### src/rtl/crc_frame_sequencer.sv
// Parallel request/response front end for a serial 8-bit LFSR CRC engine:
// shifts each request word into the engine LSB-first, then gathers the serial CRC.
module crc_frame_sequencer #(
  parameter int unsigned DATA_WIDTH = 8,
  parameter int unsigned CRC_WIDTH  = 8,
  parameter int unsigned TIMEOUT    = 32
) (
  input  logic                  clk,
  input  logic                  rst,
  input  logic                  req_valid,
  input  logic [DATA_WIDTH-1:0] req_data,
  output logic                  req_ready,
  output logic                  eng_data,
  output logic                  eng_active,
  input  logic                  eng_crc,
  input  logic                  eng_valid,
  output logic                  rsp_valid,
  output logic [CRC_WIDTH-1:0]  rsp_crc,
  output logic                  rsp_error
);

  localparam int unsigned BIT_W = (DATA_WIDTH > 1) ? $clog2(DATA_WIDTH) : 1;
  localparam int unsigned COL_W = $clog2(CRC_WIDTH + 1);
  localparam int unsigned TO_W  = (TIMEOUT > 1) ? $clog2(TIMEOUT) : 1;

  localparam logic [2:0] S_IDLE    = 3'd0;
  localparam logic [2:0] S_SHIFT   = 3'd1;
  localparam logic [2:0] S_WAIT    = 3'd2;
  localparam logic [2:0] S_COLLECT = 3'd3;
  localparam logic [2:0] S_DONE    = 3'd4;

  logic [2:0]            state_q,      state_d;
  logic [DATA_WIDTH-1:0] shreg_q,      shreg_d;
  logic [BIT_W-1:0]      bit_cnt_q,    bit_cnt_d;
  logic [COL_W-1:0]      col_cnt_q,    col_cnt_d;
  logic [TO_W-1:0]       to_cnt_q,     to_cnt_d;
  logic [CRC_WIDTH-1:0]  col_q,        col_d;
  logic                  eng_valid_q;
  logic                  req_ready_q,  req_ready_d;
  logic                  eng_data_q,   eng_data_d;
  logic                  eng_active_q, eng_active_d;
  logic                  rsp_valid_q,  rsp_valid_d;
  logic [CRC_WIDTH-1:0]  rsp_crc_q,    rsp_crc_d;
  logic                  rsp_error_q,  rsp_error_d;
  logic [CRC_WIDTH-1:0]  col_ins;

  // State and output registers; reset aborts any frame in flight.
  always_ff @(posedge clk or negedge rst) begin
    if (!rst) begin
      state_q      <= S_IDLE;
      shreg_q      <= '0;
      bit_cnt_q    <= '0;
      col_cnt_q    <= '0;
      to_cnt_q     <= '0;
      col_q        <= '0;
      eng_valid_q  <= 1'b0;
      req_ready_q  <= 1'b1;
      eng_data_q   <= 1'b0;
      eng_active_q <= 1'b0;
      rsp_valid_q  <= 1'b0;
      rsp_crc_q    <= '0;
      rsp_error_q  <= 1'b0;
    end else begin
      state_q      <= state_d;
      shreg_q      <= shreg_d;
      bit_cnt_q    <= bit_cnt_d;
      col_cnt_q    <= col_cnt_d;
      to_cnt_q     <= to_cnt_d;
      col_q        <= col_d;
      eng_valid_q  <= eng_valid;
      req_ready_q  <= req_ready_d;
      eng_data_q   <= eng_data_d;
      eng_active_q <= eng_active_d;
      rsp_valid_q  <= rsp_valid_d;
      rsp_crc_q    <= rsp_crc_d;
      rsp_error_q  <= rsp_error_d;
    end
  end

  // Next-state and next-output logic; outputs are computed one cycle ahead.
  always_comb begin
    state_d      = state_q;
    shreg_d      = shreg_q;
    bit_cnt_d    = bit_cnt_q;
    col_cnt_d    = col_cnt_q;
    to_cnt_d     = to_cnt_q;
    col_d        = col_q;
    req_ready_d  = 1'b0;
    eng_data_d   = 1'b0;
    eng_active_d = 1'b0;
    rsp_valid_d  = 1'b0;
    rsp_crc_d    = rsp_crc_q;
    rsp_error_d  = rsp_error_q;

    // Incoming CRC bit merged at position col_cnt (LSB-first).
    col_ins = col_q;
    for (int unsigned i = 0; i < CRC_WIDTH; i++) begin
      if (col_cnt_q == COL_W'(i)) begin
        col_ins[i] = eng_crc;
      end
    end

    case (state_q)
      S_IDLE: begin
        req_ready_d = 1'b1;
        if (req_valid && req_ready_q) begin
          // Bit 0 goes straight to the engine pin; the rest waits in shreg.
          shreg_d      = req_data >> 1;
          eng_data_d   = req_data[0];
          eng_active_d = 1'b1;
          req_ready_d  = 1'b0;
          bit_cnt_d    = '0;
          col_cnt_d    = '0;
          to_cnt_d     = '0;
          col_d        = '0;
          state_d      = S_SHIFT;
        end
      end

      S_SHIFT: begin
        if (bit_cnt_q == BIT_W'(DATA_WIDTH - 1)) begin
          state_d = S_WAIT;
        end else begin
          eng_active_d = 1'b1;
          eng_data_d   = shreg_q[0];
          shreg_d      = shreg_q >> 1;
          bit_cnt_d    = bit_cnt_q + BIT_W'(1);
        end
      end

      S_WAIT: begin
        if (eng_valid && !eng_valid_q) begin
          col_d     = col_ins;
          col_cnt_d = COL_W'(1);
          if (CRC_WIDTH == 1) begin
            state_d     = S_DONE;
            rsp_valid_d = 1'b1;
            rsp_crc_d   = col_ins;
            rsp_error_d = 1'b0;
          end else begin
            state_d = S_COLLECT;
          end
        end else if (to_cnt_q == TO_W'(TIMEOUT - 1)) begin
          state_d     = S_DONE;
          rsp_valid_d = 1'b1;
          rsp_crc_d   = '0;
          rsp_error_d = 1'b1;
        end else begin
          to_cnt_d = to_cnt_q + TO_W'(1);
        end
      end

      S_COLLECT: begin
        if (eng_valid) begin
          col_d     = col_ins;
          col_cnt_d = col_cnt_q + COL_W'(1);
          if (col_cnt_q == COL_W'(CRC_WIDTH - 1)) begin
            state_d     = S_DONE;
            rsp_valid_d = 1'b1;
            rsp_crc_d   = col_ins;
            rsp_error_d = 1'b0;
          end
        end else begin
          // Short burst: report what arrived, remaining bits stay zero.
          state_d     = S_DONE;
          rsp_valid_d = 1'b1;
          rsp_crc_d   = col_q;
          rsp_error_d = 1'b1;
        end
      end

      S_DONE: begin
        state_d     = S_IDLE;
        req_ready_d = 1'b1;
      end

      default: begin
        state_d     = S_IDLE;
        req_ready_d = 1'b1;
      end
    endcase
  end

  assign req_ready  = req_ready_q;
  assign eng_data   = eng_data_q;
  assign eng_active = eng_active_q;
  assign rsp_valid  = rsp_valid_q;
  assign rsp_crc    = rsp_crc_q;
  assign rsp_error  = rsp_error_q;

endmodule
### config.mk
export PLATFORM = sky130hd
export DESIGN_NAME = crc_frame_sequencer
export DESIGN_NICKNAME = d
export VERILOG_FILES = /design/src/rtl/crc_frame_sequencer.sv
export SDC_FILE = /design/constraint.sdc
export NUM_CORES = 1
export LEC_CHECK = 0
export BUFFER_PORTS_ARGS = -buffer_cell sky130_fd_sc_hd__clkbuf_2
export CAP_MARGIN = 15
export CORE_ASPECT_RATIO = 0.75
export CORE_MARGIN = 5
export CORE_UTILIZATION = 60
export CTS_BUF_LIST = sky130_fd_sc_hd__clkbuf_4
export CTS_CLUSTER_SIZE = 24
export DETAILED_ROUTE_END_ITERATION = 16
export PLACE_DENSITY = 0.81
export SYNTH_ARGS = -nofsm -noshare
export SYNTH_HDL_FRONTEND = slang
export SYNTH_SLANG_ARGS = --single-unit
export TNS_END_PERCENT = 100
### constraint.sdc
create_clock -name clk -period 3.1 [get_ports clk]
set_input_delay 0.465 -clock clk [delete_from_list [all_inputs] [get_ports clk]]
set_output_delay 0.465 -clock clk [all_outputs]
set_load 0.01 [all_outputs]
==> summary.txt <==
Setup path
  – Worst Path Buf+Inv: 0
  – Capture point of the critical path: to_cnt_q[3]$_DFFE_PN0P_
  – Worst Setup End Kind: register
  – Delay-heaviest family, CP: compound AO/OA/AOI/OAI gates
  – RR Endpoint: to_cnt_q[3]$_DFFE_PN0P_
  – R2R depth: 7
  – Critical path peak fanout: 10
  – CP cell instances: ha_1 > and3_1 > ha_1 > a211o_1 > a311o_1 > or3_1 > a21oi_1
  – Worst r2r src: to_cnt_q[0]$_DFFE_PN0P_
  – Crit start category: register
  – R2R setup slack: 720 ps
  – Beginning of the critical path: to_cnt_q[0]$_DFFE_PN0P_
  – Levels on crit path: 7
  – Crit path top cell by count: ha_1
  – Critical Path RT: 3390 ps
  – Worst path slowest cell: dfrtp_1
  – Critical Path AT: 2670 ps
  – Worst Path Class, Setup: register to register
  – Max incr delay on CP: 440 ps

Clocking
  – Cts repair resizes: 0
  – Root Buffer: clkbuf_4
  – Clk slew on worst S/H paths: 130 ps
  – CTS max path bufs: 2
  – CTS Hold Bufs: 0
  – CTS Buf Count: 5
  – Worst-Skew Late Latency: 350 ps
  – Setup Buffers After CTS: 0
  – CTS tree: yes
  – Clock tree sinks: 44
  – CTS H-tree depth: 2

Die
  – Die ar.: 5330 µm²
  – Chip width: 82.6 µm
  – Die height: 64.5 µm
  – IO Pins: 26
  – Rows: 19
  – Core area: 3730 µm²
  – Initial cell density of the core: 0.636

Yosys
  – Post-synth top area cell: dfrtp_1
  – Largest cells by area after synthesis: dfrtp_1 45%, mux2i_1 5.5%, ha_1 4.7%
  – Sequential area share after synthesis: 0.464
  – Synthesized area: 2370 µm²
  – Mean Syn Cell Area: 10.1 µm²
  – Post-synth top area share: 0.453
  – Post-Synthesis Cells: 235
  – Yosys cell types: 46
  – YS warnings: 0
  – Ys async rst share: 1.00
  – EDFF count, synth: 0
  – Yosys reg bits: 44
  – Syn_nets: 257
  – Top_reg_cell synth: dfrtp_1

Detailed routing
  – Via count: 1802
  – Routed len/inst: 16.2 µm
  – Pre-Repair DR Iteration Count: 5
  – Routed Antenna Nets: 0
  – DRT iter0 DRCs: 186
  – Final wirelength: 4960 µm
  – Vias per cell: 5.87
  – Residual DRC: 0

Pwr
  – Leakage: 1.26 nW
  – PD cells: 913 nW/µm²
  – VDD IR-drop max: 0.644 mV
  – Total power: 2.38 mW

Cells and area
  – Reg area: 1100 µm²
  – Multi-input logic area: 1160 µm²
  – Layout cells sized above 1: 0.212
  – Non-filler cells, final: 307
  – Area Growth Syn to Fin: 9.96%
  – Filler cell count: 295
  – Layout Utilization: 0.700
  – Commonest non-fill, non-tap cell in the layout: dfrtp_1
  – Ant. Diodes: 0
  – Most frequent cells in the layout: 43 x dfrtp_1, 25 x clkbuf_2, 24 x nor2_1, 20 x nand2_1, 20 x a21oi_1
  – Fin nets: 276

Timing
  – Skew final: 5.79 ps
  – Setup TNS: 0 ps
  – Final hold violation count: 0
  – Worst-Margin Slew: 862 ps
  – Fin. max-slew vios: 0
  – Highest clock rate: 420 MHz
  – Hold Slack: 69.0 ps
  – Min cycle time layout: 2380 ps
  – Tcrit/Tclk final: 0.769
  – RSZ-0062 raised after global routing: false
  – Final Setup Violations: 0
  – Slew headroom: 0.417

Global route
  – First-pass GRT wire length: 8540 µm
  – Initial antenna violation count: 0
  – Vias in the first global route: 1743
  – GR Overflow Total: 0
  – Largest net degree at the start of global routing: 45
  – Gr usage total: 0.210

Placement
  – Buffers on Ports: 25
  – DPL Wire Length: 3390 µm
  – Placed cells: 297
  – Gpl congestion: 0.850

Outcome
  – Outcome: finished clean

Flow run
  – MaxCap Viol Count: 0

Worst hold path
  – Hold Crit Class: primary input to async pin
==> logic make-up after synthesis <==
group,count (synthesis),synth area share
muxes,23,0.102
adders and majority gates,9,0.0474
buffers and inverters,25,0.0479
DFF,44,0.464
and+or+nand+nor,80,0.189
AOI/OAI and AO/OA,54,0.149
==> state kept, by name (all words and copies together), names as in the netlist <==
name         flops
shreg_q          7
eng_active       1
req_ready        1
rsp_valid        1
col_cnt_q        4
to_cnt_q         5
col_q            8
rsp_crc          8
bit_cnt_q        3
state_q          3
eng_valid_q      1
eng_data         1
rsp_error        1
==> worst reg2reg max path: stages (launching register included) <==
cell and delay, ps:
dfrtp_1 440, ha_1 220, and3_1 200, ha_1 200
a211o_1 310, a311o_1 430, or3_1 380, a21oi_1 140
==> power breakdown <==
part           total, mW  leakage (nW)  internal (mW)  switching, mW
Clock              0.356        0.0412          0.168          0.188
Combinational       1.09         0.643          0.451          0.639
Sequential         0.939         0.574          0.746          0.193
Total               2.38          1.26           1.37           1.02
==> synthesized netlist by cell type, types with 2 or more instances <==
master,n
nand2_1,20
buf_2,6
a21oi_1,20
mux2_2,10
a31oi_1,2
ha_1,9
a22o_1,5
nor4bb_1,4
nand3b_1,3
o21a_1,2
nand4b_1,3
nor2b_1,2
inv_1,7
nor3_1,2
mux2i_1,13
nor2_1,24
nor4b_1,3
clkbuf_1,8
o31ai_1,10
nor3b_1,2
or3_1,3
nand4_1,2
o21ai_0,8
nand2b_1,3
dfrtp_1,43
==> per-stage QoR <==
| stage | worst slack, ps | cell area, µm² |
|---|---|---|
| after global placement | 839 | 2500 |
| after global routing | 622 | 2610 |
| after floorplan | 871 | 2370 |
| after detailed placement | 767 | 2500 |
| final | 717 | 2610 |
| after CTS | 715 | 2580 |
==> area by class of cell <==
class | count | share of cell area
Sequential cell | 44 | 0.422
Tap cell | 52 | 0.0249
Clock buffer | 5 | 0.0144
Multi-Input combinational cell | 166 | 0.444
Clock inverter | 3 | 0.0163
Inverter | 8 | 0.0115
Timing Repair Buffer | 29 | 0.0671
==> routing by layer <==
metal  vias to the layer above  GRT usage  routed length [µm]  share of wire
met5                         -          0                   0              0
met4                         0     0.0694                  83          0.017
met3                         9     0.0499                 291          0.059
met2                        53      0.288                2210           0.45
met1                       855      0.326                2370           0.48
li1                        885          -                   -              -
==> worst min-delay path by stage <==
stage               depth (start not counted)                        to  slack, ps
floorplan                                   0  bit_cnt_q[0]$_DFFE_PN0P_        170
global placement                            2      col_q[3]$_DFFE_PN0P_        470
detailed placement                          2      col_q[6]$_DFFE_PN0P_        480
CTS                                         1      col_q[3]$_DFFE_PN0P_        310
global route                                1    rsp_crc[3]$_DFFE_PN0P_         80
finish                                      1    shreg_q[0]$_DFFE_PN0P_         70
(Power assumes the default switching activity.)
